--- config.mk ---
export PLATFORM = sky130hd
export DESIGN_NAME = idma_reg64_driver
export DESIGN_NICKNAME = d
export VERILOG_FILES = /design/src/rtl/idma_reg64_driver.sv
export SDC_FILE = /design/constraint.sdc
export NUM_CORES = 1
export LEC_CHECK = 0
export CAP_MARGIN = 20
export CORE_MARGIN = 1
export CORE_UTILIZATION = 45
export CTS_BUF_LIST = sky130_fd_sc_hd__clkbuf_2
export DETAILED_ROUTE_END_ITERATION = 7
export DONT_BUFFER_PORTS = 1
export GPL_TIMING_DRIVEN = 0
export PLACE_DENSITY_LB_ADDON = 0.2
export SYNTH_ARGS = -nofsm -noshare
export SYNTH_HDL_FRONTEND = slang
export SYNTH_SLANG_ARGS = --single-unit
--- constraint.sdc ---
create_clock -name clk_i -period 8.1 [get_ports clk_i]
set_input_delay 1.62 -clock clk_i [delete_from_list [all_inputs] [get_ports clk_i]]
set_output_delay 1.62 -clock clk_i [all_outputs]
set_load 0.005 [all_outputs]
--- src/rtl/idma_reg64_driver.sv ---
// idma_reg64_driver: register-bus initiator that programs an idma_reg64_frontend.
// It accepts one job, writes src/dst/num_bytes/conf, launches the job by reading
// next_id, polls done until that ID has retired, then returns a response.
// Optional feature: define IDMA_REG_DRIVER_TIMEOUT_EN to build the poll timeout.

package idma_reg64_driver_pkg;

   typedef struct packed {
      logic [63:0] addr;
      logic        write;
      logic [63:0] wdata;
      logic [7:0]  wstrb;
      logic        valid;
   } reg_req_t;

   typedef struct packed {
      logic [63:0] rdata;
      logic        error;
      logic        ready;
   } reg_rsp_t;

endpackage

module idma_reg64_driver #(
   parameter int unsigned          AddrWidth     = 64,
   parameter logic [AddrWidth-1:0] BaseAddr      = '0,
   parameter int unsigned          PollGap       = 4,
   parameter int unsigned          TimeoutCycles = 1024,
   parameter type                  reg_req_t     = idma_reg64_driver_pkg::reg_req_t,
   parameter type                  reg_rsp_t     = idma_reg64_driver_pkg::reg_rsp_t
) (
   input  logic                 clk_i,
   input  logic                 rst_i,
   input  logic [AddrWidth-1:0] job_src_i,
   input  logic [AddrWidth-1:0] job_dst_i,
   input  logic [AddrWidth-1:0] job_len_i,
   input  logic [2:0]           job_conf_i,
   input  logic                 job_valid_i,
   output logic                 job_ready_o,
   output logic [63:0]          rsp_id_o,
   output logic                 rsp_error_o,
   output logic                 rsp_timeout_o,
   output logic                 rsp_valid_o,
   input  logic                 rsp_ready_i,
   output reg_req_t             reg_req_o,
   input  reg_rsp_t             reg_rsp_i
);

   localparam logic [3:0] IDLE      = 4'd0;
   localparam logic [3:0] WR_SRC    = 4'd1;
   localparam logic [3:0] WR_DST    = 4'd2;
   localparam logic [3:0] WR_LEN    = 4'd3;
   localparam logic [3:0] WR_CONF   = 4'd4;
   localparam logic [3:0] RD_ID     = 4'd5;
   localparam logic [3:0] POLL_RD   = 4'd6;
   localparam logic [3:0] POLL_WAIT = 4'd7;
   localparam logic [3:0] RSP       = 4'd8;

   localparam logic [7:0] GapLoad = (PollGap > 0) ? 8'(PollGap - 1) : 8'd0;

   logic [3:0]           state_q, state_d;
   reg_req_t             req_q, req_d;
   logic [AddrWidth-1:0] src_q, dst_q, len_q;
   logic [2:0]           conf_q;
   logic [63:0]          id_q, id_d;
   logic [7:0]           gap_q, gap_d;
   logic                 rsp_valid_q, rsp_valid_d;
   logic                 rsp_error_q;
   logic [63:0]          rsp_id_q;
   logic                 job_accept, access_done;
   logic [63:0]          done_val, done_diff;
   logic                 done_ok, timeout_hit;
   logic                 go_rsp, rsp_bus_err, rsp_to;

   function automatic logic [AddrWidth-1:0] reg_addr(input logic [7:0] off);
      return BaseAddr + AddrWidth'(off);
   endfunction

   // Build the request issued in state st; only the four config writes carry data.
   function automatic reg_req_t build_req(input logic [3:0] st, input logic [63:0] wdata);
      reg_req_t r;
      r       = '0;
      r.valid = 1'b1;
      case (st)
         WR_SRC:  r.addr = reg_addr(8'h00);
         WR_DST:  r.addr = reg_addr(8'h08);
         WR_LEN:  r.addr = reg_addr(8'h10);
         WR_CONF: r.addr = reg_addr(8'h18);
         RD_ID:   r.addr = reg_addr(8'h28);
         default: r.addr = reg_addr(8'h30);
      endcase
      if (st inside {WR_SRC, WR_DST, WR_LEN, WR_CONF}) begin
         r.write = 1'b1;
         r.wdata = wdata;
         r.wstrb = 8'hFF;
      end
      return r;
   endfunction

   assign job_ready_o = (state_q == IDLE) && !rst_i;
   assign job_accept  = job_ready_o && job_valid_i;
   assign access_done = req_q.valid && reg_rsp_i.ready;

   // Wrap-safe completion test: done - id has its sign bit clear when done is at
   // or past id modulo 2^64.
   assign done_val  = reg_rsp_i.rdata;
   assign done_diff = done_val - id_q;
   assign done_ok   = !done_diff[63];

`ifdef IDMA_REG_DRIVER_TIMEOUT_EN
   logic [31:0] to_cnt_q;
   logic        rsp_timeout_q;

   assign timeout_hit   = (to_cnt_q >= 32'(TimeoutCycles));
   assign rsp_timeout_o = rsp_timeout_q;

   // Poll-time counter: restarts when the job is launched, saturates at the limit.
   always_ff @(posedge clk_i) begin
      if (rst_i) begin
         to_cnt_q <= '0;
      end else if (state_q == RD_ID && access_done) begin
         to_cnt_q <= '0;
      end else if ((state_q == POLL_RD || state_q == POLL_WAIT) && !timeout_hit) begin
         to_cnt_q <= to_cnt_q + 32'd1;
      end
   end

   // Timeout cause flag, captured together with the rest of the response.
   always_ff @(posedge clk_i) begin
      if (rst_i) begin
         rsp_timeout_q <= 1'b0;
      end else if (go_rsp) begin
         rsp_timeout_q <= rsp_to;
      end
   end
`else
   assign timeout_hit   = 1'b0;
   assign rsp_timeout_o = 1'b0;
`endif

   // Next-state and next-request decode for the job sequencer.
   always_comb begin
      // NOTE: every variable gets a default here so no path leaves one unassigned,
      // which would otherwise infer a latch.
      state_d     = state_q;
      req_d       = req_q;
      id_d        = id_q;
      gap_d       = gap_q;
      rsp_valid_d = rsp_valid_q;
      go_rsp      = 1'b0;
      rsp_bus_err = 1'b0;
      rsp_to      = 1'b0;

      case (state_q)
         IDLE: begin
            if (job_accept) begin
               state_d = WR_SRC;
               req_d   = build_req(WR_SRC, 64'(job_src_i));
               id_d    = '0;
            end
         end
         WR_SRC, WR_DST, WR_LEN, WR_CONF, RD_ID: begin
            if (access_done) begin
               if (reg_rsp_i.error) begin
                  go_rsp      = 1'b1;
                  rsp_bus_err = 1'b1;
               end else begin
                  case (state_q)
                     WR_SRC: begin
                        state_d = WR_DST;
                        req_d   = build_req(WR_DST, 64'(dst_q));
                     end
                     WR_DST: begin
                        state_d = WR_LEN;
                        req_d   = build_req(WR_LEN, 64'(len_q));
                     end
                     WR_LEN: begin
                        state_d = WR_CONF;
                        req_d   = build_req(WR_CONF, {61'b0, conf_q});
                     end
                     WR_CONF: begin
                        state_d = RD_ID;
                        req_d   = build_req(RD_ID, 64'h0);
                     end
                     default: begin
                        id_d    = reg_rsp_i.rdata;
                        state_d = POLL_RD;
                        req_d   = build_req(POLL_RD, 64'h0);
                     end
                  endcase
               end
            end
         end
         POLL_RD: begin
            if (access_done) begin
               if (reg_rsp_i.error) begin
                  go_rsp      = 1'b1;
                  rsp_bus_err = 1'b1;
               end else if (done_ok) begin
                  go_rsp = 1'b1;
               end else if (timeout_hit) begin
                  go_rsp = 1'b1;
                  rsp_to = 1'b1;
               end else if (PollGap != 0) begin
                  state_d = POLL_WAIT;
                  req_d   = '0;
                  gap_d   = GapLoad;
               end
               // With no gap the same done read is simply reissued back-to-back.
            end
         end
         POLL_WAIT: begin
            if (timeout_hit) begin
               go_rsp = 1'b1;
               rsp_to = 1'b1;
            end else if (gap_q == 8'd0) begin
               state_d = POLL_RD;
               req_d   = build_req(POLL_RD, 64'h0);
            end else begin
               gap_d = gap_q - 8'd1;
            end
         end
         RSP: begin
            if (rsp_ready_i) begin
               state_d     = IDLE;
               rsp_valid_d = 1'b0;
            end
         end
         default: begin
            state_d = IDLE;
            req_d   = '0;
         end
      endcase

      if (go_rsp) begin
         state_d     = RSP;
         req_d       = '0;
         rsp_valid_d = 1'b1;
      end
   end

   // Control state, the registered bus request and the registered response.
   always_ff @(posedge clk_i) begin
      // NOTE: state registers use non-blocking assignments so every flop samples
      // the pre-edge values of the others.
      if (rst_i) begin
         state_q     <= IDLE;
         req_q       <= '0;
         id_q        <= '0;
         gap_q       <= '0;
         rsp_valid_q <= 1'b0;
         rsp_id_q    <= '0;
         rsp_error_q <= 1'b0;
      end else begin
         state_q     <= state_d;
         req_q       <= req_d;
         id_q        <= id_d;
         gap_q       <= gap_d;
         rsp_valid_q <= rsp_valid_d;
         if (go_rsp) begin
            rsp_id_q    <= id_q;
            rsp_error_q <= rsp_bus_err | rsp_to;
         end
      end
   end

   // Job payload capture at acceptance.
   always_ff @(posedge clk_i) begin
      // NOTE: payload registers carry no reset; they are always loaded on
      // acceptance before anything reads them.
      if (job_accept) begin
         src_q  <= job_src_i;
         dst_q  <= job_dst_i;
         len_q  <= job_len_i;
         conf_q <= job_conf_i;
      end
   end

   assign reg_req_o   = req_q;
   assign rsp_valid_o = rsp_valid_q;
   assign rsp_id_o    = rsp_id_q;
   assign rsp_error_o = rsp_error_q;

endmodule
==> metrics <==
number of hold violations in the final report=0; DR vias=11,900; share of the cycle needed by the critical path after routing=63.8%; clock period minus final worst setup slack=5170 ps; Rel. slew slack=37.4%; global placement routability congestion=0.863; Min-Delay Path Class=reg -> reg; initial antenna violation count=4; clock latency at the later pin of the worst-skew pair=1020 ps; number of cells traversed by the worst hold path=2; kind of start point of the critical path=flop; non-filler instance count after layout=2,263; EDFF count, synth=131; share of synthesized registers carrying an async set or reset=0%; Yosys warning count=0; met2 WL=between 20 and 25 mm; average footprint of a synthesized cell=about 10 um^2; total CTS buffers=92; upper clock frequency limit=193 MHz; average wire length per cell after detail routing=19.2 um; maximum number of pins on one net before global-route repair=39; post-cts repair resize count=0; gr ovfl total=0; length of routed met3 wiring=3.77 mm; VDD IR-drop max=0.000170 V; type of the worst setup path=reg -> out; required time of the critical path=around 6500 ps; Total Routing Usage GR=a little under a quarter; Yosys cell types=53; transition time at the pin with the least slew margin=934 ps; maximum buffer depth of the clock tree=3; post-detailed-placement half-perimeter wirelength=32.2 mm; count of standard-cell rows=68; most instantiated cells after synthesis=dfxtp_1, nand2_1, edfxtp_1, nand2b_1, mux2i_1; Top FF cell, synth=dfxtp_1; Layout Utilization=between 50 and 60%; top area cells in the synthesized netlist=dfxtp_1, edfxtp_1, mux2i_1, nand2b_1, ha_1; area fraction of the dominant cell type after synthesis=26.7%; setup repair after global routing missed its margin=no; endpoint type of the worst setup path=output port; top layer used by detailed routing=met5; width of the die=190 um; Max Cap Viol=0; CTS clock-pin slew for the worst setup and hold paths=100 ps; Final ANT Viol Nets=0; detailed-router iteration count before antenna repair=7; Final #Nets=2,057; via count of the first global-routing pass=11,900; Worst Skew=88.1 ps; status=completed; sequential share of the synthesized area=51.5%; area of the core=34,600 um^2; area leader, netlist=dfxtp_1; total detailed-routing wirelength=roughly 43 mm; setup repair bufs after CTS=0; TritonCTS clock tree=built; height of the die=190 um; highest net fanout along the worst path=10; count of pins on the block boundary=471; fraction of final layout cells with drive strength greater than 1=13.6%; setup-violating endpoint count in the final report=0; buffer type at the clock tree root=clkbuf_2; post-synthesis sequential element count=between 300 and 400; global-route wire length before repair=65.5 mm; static leakage=6.08 nW; H-tree Lvls=3; number of max-slew violations in the final report=0; count of mapped cells out of synthesis=1,568; count of input and output buffers=0; data arrival time at the worst-slack endpoint=about 3600 ps; via/cell ratio=5.27; DRC=0; netlist area before placement=15,800 um^2; Die Area=36,000 um^2; number of design-rule violations left by the first detailed-router iteration=688; power density over cell area=267 nW/um^2; number of cells traversed by the worst register-to-register path=12; area grow syn2layout=11.1%; clock tree sinks=roughly 340; wire length the detailed router placed on met1=17.4 mm; Placed Instances=around 2,100; CTS Hold Bufs=0; library cell with the highest instance count after synthesis=dfxtp_1; starting density of the core=45.8%
[critical path, stage by stage, from the launching register on]
cell and delay (ps):
dfxtp_1 320, clkbuf_1 330, buf_1 730, clkbuf_1 680
nor2_1 160, nand2_1 210, nor2_1 130
[state kept, by name, summed over array words and instances (netlist names)]
signal,count
reg_req_o,69
dst_q,64
id_q,64
len_q,64
rsp_id_o,64
gap_q,8
state_q,4
conf_q,3
rsp_error_o,1
rsp_valid_o,1
[cells by family (layout without fill, tap and decap cells)]
family | count (synthesis) | after routing | synth area share, %
xor gates and xnor gates | 1 | 1 | 0.0553
AOI/OAI and AO/OA | 288 | 288 | 11.5
and+or+nand+nor | 489 | 489 | 15.6
DFF | 342 | 342 | 51.5
buffers and inverters | 252 | 427 | 7.86
other | 1 | 66 | 0.0237
adders and majority gates | 64 | 64 | 5.05
muxes | 131 | 131 | 8.51
[stage by stage]
step / worst slack (ps) / setup TNS [ps] / hold slack [ps] / instance area (um^2) / total power, mW
finish: 2930 / 0 / 458 / 17600 / 4.70
global route: 2560 / 0 / 485 / 17600 / 4.98
CTS: 2750 / 0 / 450 / 17600 / 4.75
detailed placement: 2790 / 0 / 461 / 16700 / 3.51
global placement: -2330 / -303550 / 455 / 16600 / 3.49
floorplan: 249 / 0 / 440 / 16100 / 3.10
[layout make-up]
cell class,count,area (um^2)
timing repair buffer,5,87.6
clock inverter,31,150
clock buffer,139,696
sequential,342,8160
antenna,4,10.0
tap,455,569
fill,3204,17000
inverter,69,259
buffer,183,987
multi-input combinational,1035,6680
[power by group]
part / switching (mW) / internal, mW
logic: 0.769 / 0.430
registers: 0.214 / 2.06
clock network: 0.733 / 0.490
[placed cells by master (no fill, tap or decap), drive strengths merged, types with 3 or more instances in the layout]
cell type  Yosys  layout
o21a           4       4
a21o           5       5
conb           1      62
a31oi         13      13
a32oi         65      65
nand2        152     152
buf           90      95
dfxtp        211     211
nand2b       131     131
a211oi         7       7
nor2          22      22
a21oi         98      98
or3            4       4
nand4         10      10
mux4           3       3
edfxtp       131     131
ha            64      64
nor2b          3       3
mux2i        128     128
a311oi         3       3
clkbuf        93     232
inv           69      71
a221oi         3       3
nand3         69      69
nor3          84      84
nor4           7       7
clkinv         0      27
diode          0       4
o21ai         76      76
[routing by layer]
| layer | up-vias | GRT usage (%) |
|---|---|---|
| li1 | 5863 | - |
| met1 | 5461 | 27.1 |
| met2 | 508 | 40.4 |
| met3 | 96 | 8.04 |
| met4 | 2 | 10.0 |
| met5 | - | 0 |
[final timing paths]
path              start             to  slack, ps
min reg2reg    id_q[60]   rsp_id_o[60]        460
max          state_q[0]    job_ready_o       2930
max reg2reg    id_q[48]  reg_req_o[78]       4160
min            id_q[60]   rsp_id_o[60]        460
Note: power is estimated with default switching activity, not from simulation.
